### src/rtl/ac_unit.sv
`default_nettype none
// ============================================================================
// Module   : ac_unit
// Purpose  : Signed accumulator with load/add/sub/clear/negate, a shift-add
//            multiplier, saturate or wrap overflow handling and status flags.
// Revision : 1.0 - initial release
// ============================================================================
module ac_unit #(
    parameter int WIDTH = 8,
    parameter bit SAT   = 1'b1
) (
    input  logic             clk,
    input  logic             rst,
    input  logic [WIDTH-1:0] Z,
    input  logic [2:0]       op,
    input  logic             op_valid,
    output logic [WIDTH-1:0] AC,
    output logic             busy,
    output logic             done,
    output logic             OVF,
    output logic             ZF,
    output logic             NF
);

    localparam int CW = $clog2(WIDTH);
    localparam logic [CW-1:0]    LAST_ITER = CW'(WIDTH - 1);
    localparam logic [WIDTH-1:0] MAX_VAL   = {1'b0, {(WIDTH-1){1'b1}}};
    localparam logic [WIDTH-1:0] MIN_VAL   = {1'b1, {(WIDTH-1){1'b0}}};

    localparam logic [2:0] OP_LOAD = 3'b001;
    localparam logic [2:0] OP_ADD  = 3'b010;
    localparam logic [2:0] OP_SUB  = 3'b011;
    localparam logic [2:0] OP_CLR  = 3'b100;
    localparam logic [2:0] OP_NEG  = 3'b101;
    localparam logic [2:0] OP_MUL  = 3'b110;

    typedef enum logic [0:0] {
        IDLE    = 1'b0,
        MUL_RUN = 1'b1
    } state_t;

    state_t                 state, state_nxt;
    logic [WIDTH-1:0]       ac, ac_nxt;
    logic                   ovf, ovf_nxt;
    logic                   done_q, done_nxt;
    logic [CW-1:0]          cnt, cnt_nxt;
    logic [2*WIDTH-1:0]     mcand, mcand_nxt;
    logic [2*WIDTH-1:0]     prod, prod_nxt;
    logic [WIDTH-1:0]       mplier, mplier_nxt;
    logic                   neg_res, neg_res_nxt;

    // Single-cycle arithmetic at WIDTH+1 bits so the true result is always exact
    logic [WIDTH:0]         ext_ac, ext_z, alu_res;
    logic                   alu_ovf;
    logic [WIDTH-1:0]       alu_val;
    logic [WIDTH-1:0]       mag_ac, mag_z;
    logic [2*WIDTH-1:0]     prod_fin, signed_prod;
    logic [WIDTH:0]         prod_hi;
    logic                   mul_ovf;
    logic [WIDTH-1:0]       mul_val;

    always_comb begin
        ext_ac  = {ac[WIDTH-1], ac};
        ext_z   = {Z[WIDTH-1], Z};
        alu_res = ext_ac + ext_z;
        case (op)
            OP_SUB:  alu_res = ext_ac - ext_z;
            OP_NEG:  alu_res = '0 - ext_ac;
            default: alu_res = ext_ac + ext_z;
        endcase
        alu_ovf = alu_res[WIDTH] ^ alu_res[WIDTH-1];
        alu_val = alu_res[WIDTH-1:0];
        if (SAT && alu_ovf) begin
            alu_val = alu_res[WIDTH] ? MIN_VAL : MAX_VAL;
        end

        // |MIN| = 2^(WIDTH-1) is representable as an unsigned WIDTH-bit magnitude
        mag_ac = ac[WIDTH-1] ? (~ac + 1'b1) : ac;
        mag_z  = Z[WIDTH-1]  ? (~Z + 1'b1)  : Z;

        prod_fin    = prod + (mplier[0] ? mcand : '0);
        signed_prod = neg_res ? (~prod_fin + 1'b1) : prod_fin;
        prod_hi     = signed_prod[2*WIDTH-1:WIDTH-1];
        mul_ovf     = ~((&prod_hi) | ~(|prod_hi));
        mul_val     = signed_prod[WIDTH-1:0];
        if (SAT && mul_ovf) begin
            mul_val = signed_prod[2*WIDTH-1] ? MIN_VAL : MAX_VAL;
        end
    end

    always_comb begin
        state_nxt   = state;
        ac_nxt      = ac;
        ovf_nxt     = ovf;
        done_nxt    = 1'b0;
        cnt_nxt     = cnt;
        mcand_nxt   = mcand;
        mplier_nxt  = mplier;
        prod_nxt    = prod;
        neg_res_nxt = neg_res;
        case (state)
            IDLE: begin
                if (op_valid) begin
                    case (op)
                        OP_LOAD: begin
                            ac_nxt  = Z;
                            ovf_nxt = 1'b0;
                        end
                        OP_ADD, OP_SUB, OP_NEG: begin
                            ac_nxt = alu_val;
                            if (alu_ovf) ovf_nxt = 1'b1;
                        end
                        OP_CLR: begin
                            ac_nxt  = '0;
                            ovf_nxt = 1'b0;
                        end
                        OP_MUL: begin
                            state_nxt   = MUL_RUN;
                            cnt_nxt     = '0;
                            prod_nxt    = '0;
                            mcand_nxt   = {{WIDTH{1'b0}}, mag_ac};
                            mplier_nxt  = mag_z;
                            neg_res_nxt = ac[WIDTH-1] ^ Z[WIDTH-1];
                        end
                        default: ;
                    endcase
                end
            end
            MUL_RUN: begin
                prod_nxt   = prod_fin;
                mcand_nxt  = mcand << 1;
                mplier_nxt = mplier >> 1;
                cnt_nxt    = cnt + 1'b1;
                if (cnt == LAST_ITER) begin
                    state_nxt = IDLE;
                    cnt_nxt   = '0;
                    ac_nxt    = mul_val;
                    done_nxt  = 1'b1;
                    if (mul_ovf) ovf_nxt = 1'b1;
                end
            end
            default: state_nxt = IDLE;
        endcase
    end

    always_ff @(posedge clk or posedge rst) begin
        if (rst) begin
            state   <= IDLE;
            ac      <= '0;
            ovf     <= 1'b0;
            done_q  <= 1'b0;
            cnt     <= '0;
            mcand   <= '0;
            mplier  <= '0;
            prod    <= '0;
            neg_res <= 1'b0;
        end else begin
            state   <= state_nxt;
            ac      <= ac_nxt;
            ovf     <= ovf_nxt;
            done_q  <= done_nxt;
            cnt     <= cnt_nxt;
            mcand   <= mcand_nxt;
            mplier  <= mplier_nxt;
            prod    <= prod_nxt;
            neg_res <= neg_res_nxt;
        end
    end

    assign AC   = ac;
    assign OVF  = ovf;
    assign done = done_q;
    assign busy = (state == MUL_RUN);
    assign ZF   = (ac == '0);
    assign NF   = ac[WIDTH-1];

endmodule
`default_nettype wire

### config.mk
export PLATFORM = sky130hd
export DESIGN_NAME = ac_unit
export DESIGN_NICKNAME = d
export VERILOG_FILES = /design/src/rtl/ac_unit.sv
export SDC_FILE = /design/constraint.sdc
export NUM_CORES = 1
export LEC_CHECK = 0
export ABC_CLOCK_PERIOD_IN_PS = 3400
export CAP_MARGIN = 20
export CELL_PAD_IN_SITES_DETAIL_PLACEMENT = 0
export CELL_PAD_IN_SITES_GLOBAL_PLACEMENT = 2
export CORE_UTILIZATION = 33
export DETAILED_ROUTE_END_ITERATION = 8
export PLACE_DENSITY = 0.85
export SYNTH_ARGS = -nofsm -noshare
export SYNTH_HDL_FRONTEND = slang
export SYNTH_SLANG_ARGS = --single-unit
### constraint.sdc
create_clock -name clk -period 3.4 [get_ports clk]
set_clock_uncertainty 0.1 [all_clocks]
set_input_delay 0.85 -clock clk [delete_from_list [all_inputs] [get_ports clk]]
set_output_delay 0.85 -clock clk [all_outputs]
set_load 0.02 [all_outputs]
==> results of run 1 <==
[area by class of cell]
cell class / count / area [sq um]
repair buffers: 173 / 1426
multi-input cells: 510 / 3805
clock buffers: 5 / 125.1
well taps: 184 / 230.2
fillers: 1408 / 7406
inverters: 17 / 63.81
clock inverters: 3 / 43.79
flip-flops and latches: 55 / 1379
[stage by stage]
stage	setup TNS [ns]	area (sq um)	setup slack, ns
CTS	-4.283	6930	-0.4948
finish	-3.959	7073	-0.4840
global route	-5.237	7073	-0.5984
global placement	-9.935	6332	-1.161
floorplan	-4.458	4936	-0.6036
detailed placement	-10.71	6332	-1.257
[layer usage]
layer | vias up | wire (microns) | global-route usage [%]
met2 | 90 | 7399 | 35.42
li1 | 2512 | - | -
met1 | 2446 | 7347 | 28.35
met4 | 0 | 246 | 6.325
met5 | - | 0 | 0
met3 | 17 | 411 | 2.335
[worst paths after layout]
kind / start / endpoint / slack, ns / cells past startpoint
worst max-delay path: Z[1] / OVF / -0.48 / 15
worst min-delay path: mplier[2] / mplier[1] / 0.40 / 2
worst max register to register: mplier[0] / OVF / -0.46 / 14
worst min register to register: mplier[2] / mplier[1] / 0.40 / 2
max in group asynchronous: rst / busy / 1.80 / 3
min in group asynchronous: rst / mplier[5] / 0.83 / 2
[worst min-delay path, delay by kind of cell, from the launching register on]
kind / cells / cell delay (ns)
compound gates: 1 / 0.06
simple gates: 1 / 0.05
flops: 1 / 0.35
[kinds of logic (layout without fill, tap and decap cells)]
group	Yosys count	after routing	share of synthesized area (%)
flip-flops	55	55	28.12
multiplexers	8	8	1.764
AND/OR/NAND/NOR	239	239	23.52
buffers and inverters	47	198	3.706
XOR/XNOR	45	45	8.512
adder cells (fa/ha/maj)	32	32	8.487
AO/OA/AOI/OAI	186	186	25.90
[timing repair]
action	in CTS	in global routing
pin swaps	38	23
resized for setup	89	22
setup endpoints to repair	10	9
setup buffers	13	2
endpoints found under the hold margin	0	0
[placed cells by master, fill, tap and decap left out, drive strengths merged, types with 20 or more instances in the layout]
cell	count
nor2	44
o21ai	65
dfrtp	55
and2	24
ha	30
buf	150
a21oi	32
xnor2	25
nand2	99
xor2	20
[power groups by stage]
stage	Combinational, mW	Clock (mW)	Sequential, mW
floorplan	2.19	0	1.14
detailed placement	3.76	0	1.10
global placement	3.70	0	1.10
CTS	4.25	0.612	1.10
finish	4.42	0.595	1.11
global route	4.83	0.638	1.14
[registers in the layout (all words and copies together), names as in the netlist]
name and count:
done 1, neg_res 1, cnt 3, busy 1
mcand 16, prod 16, AC 8, mplier 8
OVF 1
==> metrics.csv, run 1 <==
stage;metric;value;unit
status;status;finished, violations left;
status;violations;negative setup slack;
clocking;cts_num_sinks;55;
power;power_frac_comb;72.1;%
yosys;yosys.area.top_type;dfrtp_1;
sta;relSlewSlack;54.56;%
global_routing;grt_max_degree;77;
yosys;synth_commonest_cells;99 x nand2_1, 62 x o21ai_0, 55 x dfrtp_1;
worst_setup_path;critPathTopFamily;simple AND/OR/NAND/NOR gates;
clocking;cts-root-buf;clkbuf_16;
route;firstDrtPassIters;5;
yosys;syn_inst;612;
global_routing;grt_pass1_vias;5057;
route;wirelength;15400;microns
yosys;synthDominantCellAreaShare;28.12;%
yosys;yosysUniqueCellTypes;73;
worst_setup_path;required;3.49;ns
clocking;clock_path_buffers;2;
cells_and_area;fin_cells;947;
floorplan;initial_core_util;33.81;%
route;vias;5065;
power;power.density_cell_area;866.3;nW/um^2
cells_and_area;fin_util;48.85;%
global_routing;antenna_found_initial;0;
yosys;synth_most_common_cell;nand2_1;
route;post-route-drc-count;0;
placement;place.gp.congestion;0.9675;
cells_and_area;area_growth;44.50;%
hold_path;holdCritPathClass;flop to flop;
placement;placed_cells;925;
sta;layout_worst_path_cycle_share;114.2;%
sta;rsz0062_at_grt;true;
clocking;numCtsBuffers;5;
cells_and_area;drive_gt1_share;32.50;%
yosys;synth_edf_count;0;
floorplan;die_x;123.8;microns
placement;hpwl;11350;microns
yosys;synthTopCellsByArea;dfrtp_1 28%, ha_1 7.7%, nand2_1 7.6%;
sta;setup_viol;9;
run;max_cap_violations;0;
sta;post-route-min-period;3.884;ns
power;power_frac_clock;9.7;%
route;drtAntennaViolNets;0;
worst_setup_path;crit_chain;buf_6 > or3_4 > or3_4 > nand2_4 > xor2_2 > ha_1 > or2_2 > a21oi_1 > a21oi_1 > xor2_1 > xor2_2 > buf_6 > o21ai_2 > o311a_1 > a22o_1;
power;intPower;3.412;mW
sta;holdWs;0.3969;ns
worst_setup_path;critical_path.slowest_cell;or3_4;
global_routing;grt_pass1_wl;25140;microns
cells_and_area;nets;808;
worst_setup_path;slowest_delay;0.41;ns
yosys;syn_avg_cell_area;7.998;sq um
cells_and_area;antenna_cells;0;
yosys;syn_nets;658;
power;switchingPower;2.715;mW
worst_setup_path;start_kind;input port;
route;vias_per_cell;5.348;
power;p_leak;3.146;nW
yosys;synth-main-ff-cell;dfrtp_1;
power;p_sw_share;44.31;%
clocking;cts_hold_buf;0;
clocking;htreeDepth;2;
yosys;syn_area;4895;sq um
yosys;synthArstFlopShare;100.0;%
power;ir_drop;0.4863;mV
worst_setup_path;worst_setup_path_end_kind;flop;
worst_setup_path;crit_path_max_fanout;6;
worst_setup_path;crit_buf_inv;2;
global_routing;overflow;0;
floorplan;rows;44;
power;p_seq_share;18.1;%
floorplan;io_pins;27;
yosys;yosysWarnings;0;
placement;portBuffers;26;
clocking;clk_pin_slew;0.07;ns
floorplan;dieArea;15320;sq um
route;drtIter0Drc;243;
sta;max_freq;257.5;MHz
power;p_total;6.127;mW
yosys;ys_ff_latch;55;
sta;finalMaxSlewViolations;0;
yosys;ys_seq_area_share;28.12;%
floorplan;die-height;123.8;microns
clocking;clk_latency;0.30;ns
worst_setup_path;critical_path_class;input port to flop;
clocking;tritoncts;done;
worst_setup_path;arrival;3.98;ns
sta;hold_viol;0;
sta;fin_ws;-0.4840;ns
floorplan;core;14480;sq um
sta;worst_slew_pin_slew;0.6816;ns
global_routing;track_usage;21.10;%
route;avgRoutedWirePerCell;16.27;microns
No activity file was read; power rests on OpenSTA's default activity.
==> run 2, diff against run 1 <==
ABC_CLOCK_PERIOD_IN_PS = 3900   (was 3400)
CORE_UTILIZATION = 37   (was 33)
PLACE_DENSITY = 0.89   (was 0.85)
clock period = 3.9 ns   (was 3.4 ns; I/O delays follow)
==> run 2 against run 1 <==
Compared with the run above: the run still ends with negative setup slack left; die area down 11%; combinational power decreased by 25%; count of clock-buffer cells in the layout is the same; via count is 4.6% lower; utilization is 0.86 points higher; power is 22% lower; sequential share of layout area grew 2.2 points; first-iteration DRC count increased by 26%; critical path type unchanged; critical endpoint is now AC[3]; largest power group unchanged.
==> metrics.csv, run 2 (synthesized netlist as in run 1, its figures left out) <==
stage;metric;value;unit;change
floorplan;core;12770;sq um;-12%
power;intPower;2.563;mW;-25%
power;power_frac_comb;69.2;%;-2.9 points
run;max_cap_violations;0;;unchanged
cells_and_area;multi_input_area;3596;sq um;-5.5%
route;drtIter0Drc;307;;+26%
placement;placed_cells;863;;-6.7%
hold_path;holdCritPathClass;flop to flop;;
power;p_seq_share;21.4;%;+3.3 points
power;p_sw_share;46.33;%;+2.0 points
sta;rsz0062_at_grt;true;;
global_routing;grt_pass1_wl;23500;microns;-6.5%
sta;setup_viol;8;;-1
worst_setup_path;arrival;4.16;ns;+0.18 ns
worst_setup_path;start_kind;input port;;
status;status;finished, violations left;;
floorplan;die_x;117.0;microns;-5.5%
sta;holdWs;0.3863;ns;-0.01059 ns
clocking;htreeDepth;2;;unchanged
global_routing;track_usage;22.08;%;+0.98 points
hold_path;hold_start;mplier[2];;
worst_setup_path;worst_setup_path_end_kind;flop;;
cells_and_area;layout_commonest_cell;nand2_1;;
cells_and_area;fin_cells;878;;-7.3%
sta;layout_worst_path_cycle_share;104.1;%;
power;p_total;4.776;mW;-22%
worst_setup_path;required;4.00;ns;+0.51 ns
floorplan;rows;41;;-6.8%
cells_and_area;antenna_cells;0;;unchanged
clocking;tritoncts;done;;
global_routing;grt_max_degree;77;;unchanged
clocking;clk_latency;0.30;ns;about the same
cells_and_area;n_fill_cell;1239;;-12%
route;vias;4832;;-4.6%
global_routing;grt_pass1_vias;4600;;-9.0%
worst_setup_path;r2r-start;mplier[0];;
clocking;numCtsBuffers;5;;unchanged
worst_setup_path;critical_path_class;input port to flop;;
floorplan;dieArea;13690;sq um;-11%
placement;hpwl;10840;microns;-4.5%
route;avgRoutedWirePerCell;16.43;microns;+1.0%
clocking;clk_pin_slew;0.07;ns;about the same
cells_and_area;nets;751;;-7.1%
power;power.density_cell_area;752.1;nW/um^2;-13%
power;power_frac_clock;9.4;%;-0.3 points
route;firstDrtPassIters;4;;-1
clocking;cts-root-buf;clkbuf_16;;
route;drtAntennaViolNets;0;;unchanged
route;wirelength;14430;microns;-6.3%
global_routing;antenna_found_initial;0;;unchanged
sta;relSlewSlack;47.90;%;-6.7 points
placement;place.gp.congestion;0.9282;;-4.1%
worst_setup_path;crit_path_max_fanout;6;;unchanged
sta;max_freq;246.2;MHz;
sta;hold_viol;0;;unchanged
floorplan;die-height;117.0;microns;-5.5%
route;vias_per_cell;5.503;;+2.9%
sta;post-route-min-period;4.062;ns;
clocking;cts_hold_buf;0;;unchanged
route;post-route-drc-count;0;;unchanged
worst_setup_path;crit_start;Z[1];;
global_routing;overflow;0;;unchanged
sta;finalMaxSlewViolations;0;;unchanged
cells_and_area;area_growth;29.73;%;
sta;worst_slew_pin_slew;0.7803;ns;+0.09874 ns
cells_and_area;drive_gt1_share;23.09;%;-9.4 points
power;switchingPower;2.213;mW;-18%
clocking;clock_path_buffers;2;;unchanged
cells_and_area;final_cell_mix;97 x nand2_1, 85 x buf_4, 59 x o21ai_0;;
cells_and_area;largestRegisters;mcand (16), prod (16);;
placement;portBuffers;26;;unchanged
power;p_leak;2.793;nW;-11%
floorplan;initial_core_util;38.32;%;+4.5 points
power;ir_drop;0.4373;mV;-10%
status;violations;negative setup slack;;
clocking;cts_num_sinks;55;;unchanged
cells_and_area;seqCellArea;1379;sq um;unchanged
floorplan;io_pins;27;;unchanged
sta;fin_ws;-0.1618;ns;+0.3222 ns
## run 2: path summary, 6_finish.rpt
path                             end  slack [ns]  cells after the start
max in group asynchronous       busy        1.85                      3
hold / removal             mplier[1]        0.39                      2
setup reg to reg                 OVF       -0.05                     14
min in group asynchronous     cnt[1]        1.04                      2
setup / recovery               AC[3]       -0.16                     17
hold reg to reg            mplier[1]        0.39                      2
## run 2: layout make-up
type                    instances  share of cell area (%)
repair buffers                116                   14.98
well taps                     172                   3.389
flip-flops and latches         55                   21.71
clock inverters                 3                  0.3153
clock buffers                   5                   1.970
inverters                      17                   1.005
multi-input cells             510                   56.63
## run 2: power groups by stage
stage	combinational [mW]	clock [mW]	sequential (mW)
after floorplan	1.91	0	0.997
after global placement	2.91	0	1.02
after detailed placement	2.93	0	1.03
after CTS	3.14	0.463	1.02
after global routing	3.64	0.480	1.05
final	3.30	0.451	1.02
## run 2: timing repair
action                                  in CTS  in global routing
pin swaps                                   30                 10
endpoints found under the setup margin       9                  9
gates resized for setup                     48                 18
buffers inserted                             6                  2
## run 2: metrics by stage
stage / setup TNS [ns] / cell area (sq um) / util [%] / setup slack, ns
after floorplan: -1.083 / 4936 / - / -0.2286
after detailed placement: -7.396 / 5917 / 46.32 / -0.8678
after CTS: -0.6000 / 6250 / 48.93 / -0.1311
after global placement: -6.436 / 5917 / 46.32 / -0.7480
final: -0.8670 / 6350 / 49.71 / -0.1618
after global routing: -1.829 / 6350 / 49.71 / -0.2676
## run 2: critical path, cell delays in order
cell and delay, ns:
buf_6 0.09, or3_4 0.37, or3_4 0.40, nor3_2 0.13, ha_1 0.26, nand2_1 0.07, o21ai_1 0.06, ha_2 0.33
nor2_2 0.04, nor2_2 0.16, o41ai_4 0.12, xnor2_2 0.15, buf_4 0.16, xor2_4 0.19, o211ai_1 0.24, a221oi_2 0.10
o32ai_1 0.31
## run 2: per-layer routing
metal / track usage [%] / share of wire [%] / up-vias
met5: 0 / 0 / -
met4: 6.329 / 1.8 / 0
met3: 2.163 / 2.9 / 19
met2: 35.46 / 46 / 101
met1: 31.55 / 49 / 2314
li1: - / - / 2398
